--- src/rtl/median_frame_sequencer_pkg.sv ---
// Shared types and helpers for the median filter frame sequencer.
package median_sys_pkg;

  typedef enum logic [1:0] {
    IDLE      = 2'd0,
    ISSUE     = 2'd1,
    WAIT_FILT = 2'd2,
    SEND_TX   = 2'd3
  } seq_state_t;

  localparam int FRAME_CNT_W = 16;
  localparam int DROP_CNT_W  = 8;

  // Flattened width of the unfiltered input frame.
  function automatic int calc_w_in(input int rows, input int cols, input int pix_w);
    return rows * cols * pix_w;
  endfunction

  // Flattened width of the filtered output frame.
  function automatic int calc_w_out(input int rows, input int cols, input int pix_w);
    return rows * cols * pix_w;
  endfunction

endpackage

--- src/rtl/median_frame_sequencer_watchdog.sv ---
// Watchdog counter for the filter wait phase: counts enabled cycles and
// flags expiry once TIMEOUT_CYCLES-1 is reached.
module seq_watchdog #(
  parameter  int TIMEOUT_CYCLES = 4096,
  localparam int CNT_W          = $clog2(TIMEOUT_CYCLES)
) (
  input  logic clk,
  input  logic rstn,
  input  logic clear,
  input  logic enable,
  output logic expire
);

  logic [CNT_W-1:0] count_q;
  logic [CNT_W-1:0] count_d;

  // Expiry is visible in the same cycle the count reaches its limit.
  always_comb begin
    expire = enable && (count_q == CNT_W'(TIMEOUT_CYCLES - 1));
  end

  // Next count: clear dominates, otherwise count up while enabled and below the limit.
  always_comb begin
    count_d = count_q;
    if (clear) begin
      count_d = '0;
    end else if (enable && !expire) begin
      count_d = count_q + 1'b1;
    end
  end

  // Counter register.
  always_ff @(posedge clk) begin
    if (!rstn) begin
      count_q <= '0;
    end else begin
      count_q <= count_d;
    end
  end

endmodule

--- src/rtl/median_frame_sequencer.sv ---
// Frame sequencer: receiver -> median filter -> transmitter, one frame in
// flight, overrun frames counted and dropped, stalled filter aborted by watchdog.
module median_frame_sequencer
  import median_sys_pkg::*;
#(
  parameter  int R_I            = 7,
  parameter  int C_I            = 7,
  parameter  int W_I            = 8,
  parameter  int R_O            = 5,
  parameter  int C_O            = 5,
  parameter  int TIMEOUT_CYCLES = 4096,
  localparam int W_IN           = calc_w_in(R_I, C_I, W_I),
  localparam int W_OUT          = calc_w_out(R_O, C_O, W_I)
) (
  input  logic                   clk,
  input  logic                   rstn,
  input  logic                   rx_valid,
  input  logic [W_IN-1:0]        rx_data,
  output logic                   f_s_valid,
  input  logic                   f_s_ready,
  output logic [W_IN-1:0]        f_s_data,
  input  logic                   f_m_valid,
  output logic                   f_m_ready,
  input  logic [W_OUT-1:0]       f_m_data,
  output logic                   tx_valid,
  input  logic                   tx_ready,
  output logic [W_OUT-1:0]       tx_data,
  output logic                   busy,
  output logic                   err_timeout,
  output logic [FRAME_CNT_W-1:0] frame_cnt,
  output logic [DROP_CNT_W-1:0]  drop_cnt
);

  seq_state_t             state_q;
  seq_state_t             state_d;
  logic [W_IN-1:0]        in_reg_q;
  logic [W_IN-1:0]        in_reg_d;
  logic [W_OUT-1:0]       out_reg_q;
  logic [W_OUT-1:0]       out_reg_d;
  logic [FRAME_CNT_W-1:0] frame_cnt_q;
  logic [FRAME_CNT_W-1:0] frame_cnt_d;
  logic [DROP_CNT_W-1:0]  drop_cnt_q;
  logic [DROP_CNT_W-1:0]  drop_cnt_d;
  logic                   err_timeout_q;
  logic                   err_timeout_d;
  logic                   wd_enable;
  logic                   wd_clear;
  logic                   wd_expire;

  // Watchdog runs only while waiting on the filter and restarts from zero on every entry.
  assign wd_enable = (state_q == WAIT_FILT);
  assign wd_clear  = (state_q != WAIT_FILT);

  seq_watchdog #(
    .TIMEOUT_CYCLES(TIMEOUT_CYCLES)
  ) u_watchdog (
    .clk    (clk),
    .rstn   (rstn),
    .clear  (wd_clear),
    .enable (wd_enable),
    .expire (wd_expire)
  );

  // State register.
  always_ff @(posedge clk) begin
    if (!rstn) begin
      state_q <= IDLE;
    end else begin
      state_q <= state_d;
    end
  end

  // Next-state logic; a filter result in the expiry cycle beats the timeout.
  always_comb begin
    state_d = state_q;
    case (state_q)
      IDLE:      if (rx_valid)  state_d = ISSUE;
      ISSUE:     if (f_s_ready) state_d = WAIT_FILT;
      WAIT_FILT: begin
        if (f_m_valid) begin
          state_d = SEND_TX;
        end else if (wd_expire) begin
          state_d = IDLE;
        end
      end
      SEND_TX:   if (tx_ready)  state_d = IDLE;
      default:   state_d = IDLE;
    endcase
  end

  // Handshake outputs decoded from the registered state, so valids never retract.
  always_comb begin
    f_s_valid = (state_q == ISSUE);
    f_m_ready = (state_q == WAIT_FILT);
    tx_valid  = (state_q == SEND_TX);
    busy      = (state_q != IDLE);
  end

  // Frame registers load only on capture events; counters and timeout pulse.
  always_comb begin
    in_reg_d      = in_reg_q;
    out_reg_d     = out_reg_q;
    frame_cnt_d   = frame_cnt_q;
    drop_cnt_d    = drop_cnt_q;
    err_timeout_d = 1'b0;
    if (state_q == IDLE && rx_valid) begin
      in_reg_d = rx_data;
    end
    if (state_q == WAIT_FILT && f_m_valid) begin
      out_reg_d = f_m_data;
    end
    if (state_q == WAIT_FILT && wd_expire && !f_m_valid) begin
      err_timeout_d = 1'b1;
    end
    if (state_q == SEND_TX && tx_ready) begin
      frame_cnt_d = frame_cnt_q + 1'b1;
    end
    if (state_q != IDLE && rx_valid && drop_cnt_q != '1) begin
      drop_cnt_d = drop_cnt_q + 1'b1;
    end
  end

  // Datapath and counter registers; reset clears frames so nothing stale leaks out.
  always_ff @(posedge clk) begin
    if (!rstn) begin
      in_reg_q      <= '0;
      out_reg_q     <= '0;
      frame_cnt_q   <= '0;
      drop_cnt_q    <= '0;
      err_timeout_q <= 1'b0;
    end else begin
      in_reg_q      <= in_reg_d;
      out_reg_q     <= out_reg_d;
      frame_cnt_q   <= frame_cnt_d;
      drop_cnt_q    <= drop_cnt_d;
      err_timeout_q <= err_timeout_d;
    end
  end

  assign f_s_data    = in_reg_q;
  assign tx_data     = out_reg_q;
  assign frame_cnt   = frame_cnt_q;
  assign drop_cnt    = drop_cnt_q;
  assign err_timeout = err_timeout_q;

endmodule
--- config.mk ---
export PLATFORM = sky130hd
export DESIGN_NAME = median_frame_sequencer
export DESIGN_NICKNAME = d
export VERILOG_FILES = /design/src/rtl/median_frame_sequencer_pkg.sv /design/src/rtl/median_frame_sequencer_watchdog.sv /design/src/rtl/median_frame_sequencer.sv
export SDC_FILE = /design/constraint.sdc
export NUM_CORES = 1
export LEC_CHECK = 0
export ABC_AREA = 1
export CORE_AREA = 2 2 478 480
export DETAILED_ROUTE_END_ITERATION = 16
export DIE_AREA = 0 0 480 482
export GPL_ROUTABILITY_DRIVEN = 0
export PLACE_DENSITY = 0.37
export SYNTH_ARGS = -nofsm -noshare
export SYNTH_HDL_FRONTEND = slang
export SYNTH_SLANG_ARGS = --single-unit
--- constraint.sdc ---
create_clock -name clk -period 2 [get_ports clk]
set_input_delay 0.4 -clock clk [delete_from_list [all_inputs] [get_ports clk]]
set_output_delay 0.4 -clock clk [all_outputs]
set_load 0.01 [all_outputs]
; ---- After elaboration in Yosys (flattened, before gate mapping)
; Index checks and enable logic that the tools add are counted.
; Widths: inputs -> output; s select.
[classes]
bitwise_logic = 1
n_reduce_logical = 15
addsub = 3
mux = 7
n_eq_ne = 10
[op_table]
columns = op, count
row1 = $add 16x1->16 const B, 1
row2 = $add 12x1->12 const B, 1
row3 = $eq 12x12->1 const B, 1
row4 = $mux 2, 5
row5 = $logic_and 1x1->1, 9
row6 = $add 8x1->8 const B, 1
row7 = $ne 8x8->1 const B, 1
row8 = $pmux 2 s4, 1
row9 = $eq 2x2->1 const B, 2
row10 = $ne 2x1->1 const B, 2
row11 = $ne 2x2->1 const B, 2
row12 = $reduce_and 4->1, 1
row13 = $ne 3x3->1 const B, 1
row14 = $eq 2x1->1 const B, 1
row15 = $logic_not 1->1, 2
row16 = $logic_not 2->1, 1
row17 = $reduce_bool 2->1, 1
row18 = $reduce_or 2->1, 1
row19 = $mux 1, 1
row20 = $not 1->1, 1
[word_totals]
out_inout_bits = 621
wordCells = 43
inputBits = 598
regBits = 631

; ---- Longest topological paths before layout
[logic_depth]
word_depth = 5
mapped_depth = 10
depth_no_buf = 10

; ---- By module
; From an unflattened synthesis, not the netlist that was laid out.
[hier_totals]
hier_cells = 2929
hier_area_um2 = 22779.3
[modules_own_cells]
columns = module, area_per_inst_um2, n_inst, cells_per_inst
row1 = median_frame_sequencer, 22049.9, 1, 2817
row2 = seq_watchdog, 729.4, 1, 112

; ---- Worst setup path after synthesis
; No wires, ideal clock.
[synth_timing]
path_kind = flip-flop to flip-flop
startpoint = reg drop_cnt_q[0] (netlist: drop_cnt[0])
endpoint = reg drop_cnt_q[0] (netlist: drop_cnt[0])
path_buffers = 0
period_less_slack_ns = 1.535
arrival_time_ns = 1.409
setup_time_ns = 0.126
required_time_ns = 1.874
path_stages_with_launch = 9
path_slack_ns = 0.465
cell_sequence = dfxtp_1 -> ha_1 -> nand3_1 -> nor2_1 -> nand2_1 -> nand2_1 -> clkinv_1 -> o21ai_0 -> a21oi_1
[synth_between]
elab_chain_len = 2
word_cells_on_any_way = 3
classes_between = add/sub (1) / eq/ne (1) / reduce/logical (1)
[synth_lines]
columns = element, line_no
row1 = start: declaration, median_frame_sequencer.sv:42  ; logic [DROP_CNT_W-1:0] drop_cnt_q;
row2 = start signal: assignment, median_frame_sequencer.sv:135  ; drop_cnt_q <= drop_cnt_d;
row3 = branches (longest 2 deep; another with $add 8x1->8), n/a
; Parallel ways; which one is timed is not known.
; A chain may end at the register's enable or synchronous reset.

; ---- Final worst setup path
[layout_timing]
startpoint = reg in_reg_q[235] (netlist: f_s_data[235])
endpoint = out f_s_data[235]
[layout_rtl]
columns = element, line_no
row1 = start: declaration, median_frame_sequencer.sv:36  ; logic [W_IN-1:0] in_reg_q;
row2 = start signal: assignment, median_frame_sequencer.sv:132  ; in_reg_q <= in_reg_d;
row3 = end: declaration, median_frame_sequencer.sv:21  ; output logic [W_IN-1:0] f_s_data,
; No word-level cell between the ends.

==> results.txt <==
status: finished clean
I/O Pins: 1219
R2R Path Start: state_q[1]
Crit-path slowest cell: dlygate4sd2_1
CTS clk-pin slew, worst paths: 60 ps
Syn Nets: 3500
CP Capture Point: f_s_data[235]
Worst slew margin: 0.698
H-tree depth: 3
total CTS buffers: 88
Worst Setup SP: f_s_data[235]
Hold Startpoint: rx_data[315]
initial antenna violation count: 85
final clock skew: 34.4 ps
die width: 480 um
Layout Cells excl Fill: 7262
most common cell after layout, fill and taps aside: nor2_1
Post-Syn Instances: 2899
Placement Setup Slack: -335 ps
Wirelength per Cell: 21.8 um
die area: 0.231 mm^2
synthesis warning total: 0
total negative setup slack: 0 ps
antenna viol nets, final: 0
arrival time worst endpoint: 1510 ps
met3 Track Usage GR: 0.0703
DP Wirelength: 128000 um
WL final: 158000 um
1st-pass router iterations: 5
Tmin final: 1910 ps
crit-path max FO: 2
via total after detailed routing: 24800
Clock Sinks: 631
die height: 482 um
synthesized area: 0.0226 mm^2
Root Driver: clkbuf_16
first-pass GRT wire length: 212000 um
CP bufs+invs: 1
worst r2r dst: tx_data[175]
most frequent cells in the layout: 821 x nor2_1, 619 x dfxtp_1, 595 x clkdlybuf4s50_1
Req. time, crit path: 1600 ps
sequential area share after synthesis: 0.560
vias in the first global route: 25200
1st-iter DRT viols: 1082
Final Hold Viols: 0
Clock Latency Late Sink: 730 ps
CTS tree: done
vias per cell: 3.42
CP peak stage delay: 440 ps
Post-route DRC: 0
dpl cells: 7071
# setup viols final: 0
Nets: 4760
critical path's top delay family: buffers and inverters
gr usage total: 0.131
fmax: 524 MHz
core area: 0.226 mm^2
#FFs+latches synth: 631
num rows: 175
FF-to-FF path depth: 10
share of cells above drive strength 1: 0.0935
gr busiest metal: met2
number of cells on the worst hold path: 3
peak supply drop: 594 uV
max cap viols: 0
met2 GRT Util: 0.216
IO Port Bufs: 1218
worst min path class: in -> reg
R2R Setup Slk: 170 ps
Leak: 17.8 nW
fin crit share: 0.955
DP Area: 0.0393 mm^2
met1 Usage GRT: 0.142
Starting Density: 0.0997
RSZ-0062 raised after global routing: false
total grt overflow: 0
final instance area: 0.0418 mm^2
post-synth cell types: 26
Worst Setup Start Kind: register
crit path cell chain: dlygate4sd2_1
Levels on crit path: 1
pin count of the biggest net entering global routing: 92
Area growth, synth to finish: 85.4%
Setup crit end kind: primary output
Worst Setup Slack, final: 90.5 ps
Setup CP Type: reg -> out
Pwr Density: 1200 mW/mm^2
synthesized area per cell: 7.79 um^2
clk buf depth: 3
fill cell count: 25600
Slew Viols, Final: 0
Least-Margin Pin Slew: 453 ps
==> through the flow <==
stage / hold WS, ps / utilization / total power, mW
after floorplan: 458 / - / 23.7
after global placement: 445 / 0.174 / 36.5
after detailed placement: 450 / 0.174 / 36.4
after CTS: 127 / 0.184 / 51.7
after global routing: 168 / 0.185 / 53.6
final: 253 / 0.185 / 50.4
==> synth_stat cells <==
library cell    n  area share
nor3_1          6      0.0013
nand4_1         8      0.0022
nor2_1        822        0.14
xnor2_1         5      0.0019
nor2_4          3      0.0015
nand3_1       220       0.049
nor3b_1         1     0.00033
nand2_1       287       0.048
nor2_2          1     0.00028
o21ai_0       404       0.090
nand3b_1        1     0.00033
nand3_2         2     0.00089
and3_1          1     0.00028
dfxtp_1       631        0.56
inv_2           4     0.00066
buf_4          21      0.0070
a31oi_1         1     0.00028
buf_2         106       0.024
o21a_1          1     0.00033
ha_1            3      0.0017
xor2_1          3      0.0012
clkbuf_1       96       0.016
inv_1          40      0.0067
clkinv_1        1     0.00017
buf_1           1     0.00017
a21oi_1       230       0.051
==> layout make-up <==
type	instances	area (um^2)	area share
inverter	45	194	0.00463
sequential	631	12700	0.302
clock inverter	29	460	0.0110
multi-input combinational	1999	8750	0.209
antenna	27	67.6	0.00161
clock buffer	128	2510	0.0601
tap	3009	3760	0.0900
timing repair buffer	1394	13400	0.321
==> logic make-up (layout without fill, tap and decap cells) <==
| kind of cell | Yosys count | after routing | share of synthesized area |
|---|---|---|---|
| and+or+nand+nor | 1352 | 1352 | 0.240 |
| DFF | 631 | 631 | 0.560 |
| adders and majority gates | 3 | 3 | 0.00166 |
| AOI/OAI and AO/OA | 636 | 636 | 0.141 |
| xor gates and xnor gates | 8 | 8 | 0.00310 |
| other | 0 | 27 | 0 |
| buffers and inverters | 269 | 1596 | 0.0541 |
==> flip-flops by register name, summed over array words and instances (netlist names) <==
| signal | cells |
|---|---|
| tx_data | 200 |
| drop_cnt | 8 |
| state_q | 2 |
| f_s_data | 392 |
| err_timeout | 1 |
| u_watchdog.count_q | 12 |
| frame_cnt | 16 |
==> power breakdown <==
group / internal (mW) / total (mW) / leakage, nW / switching, mW
combinational: 7.02 / 17.2 / 11.1 / 10.2
clock: 9.69 / 16.3 / 1.44 / 6.65
sequential: 15.3 / 16.9 / 5.19 / 1.54
total: 32.0 / 50.4 / 17.8 / 18.3
==> metal layers <==
metal,share of wire,vias up
met2,0.47,982
met5,0.0029,-
met4,0.034,80
met1,0.38,11500
met3,0.12,265
li1,-,12100
==> how the worst min path moves through the flow <==
stage | to | slack, ps
3_3_place_gp | tx_data[132] | 440
4_1_cts | f_s_data[367] | 130
6_report | f_s_data[315] | 250
5_1_grt | f_s_data[315] | 170
2_1_floorplan | u_watchdog.count_q[8] | 460
3_5_place_dp | tx_data[149] | 450
==> timing repair <==
action / in CTS / in global routing
setup buffers: 4 / 1
hold buffers: 2 / 0
gates resized for setup: 706 / 12
pin swaps: 0 / 1
endpoints found under the hold margin: 18 / 0
gates cloned: 0 / 0
setup endpoints to repair: 599 / 7
==> worst reg2reg max path, stage by stage, from the launching register on <==
cell     delay [ps]
dfxtp_4         360
buf_6           120
inv_2            60
nor2_4           40
buf_4           130
buf_12          130
nand2_4         220
buf_16          270
buf_12          220
nand2_1          70
a21oi_1         130
Note: power is estimated with default switching activity, not from simulation.
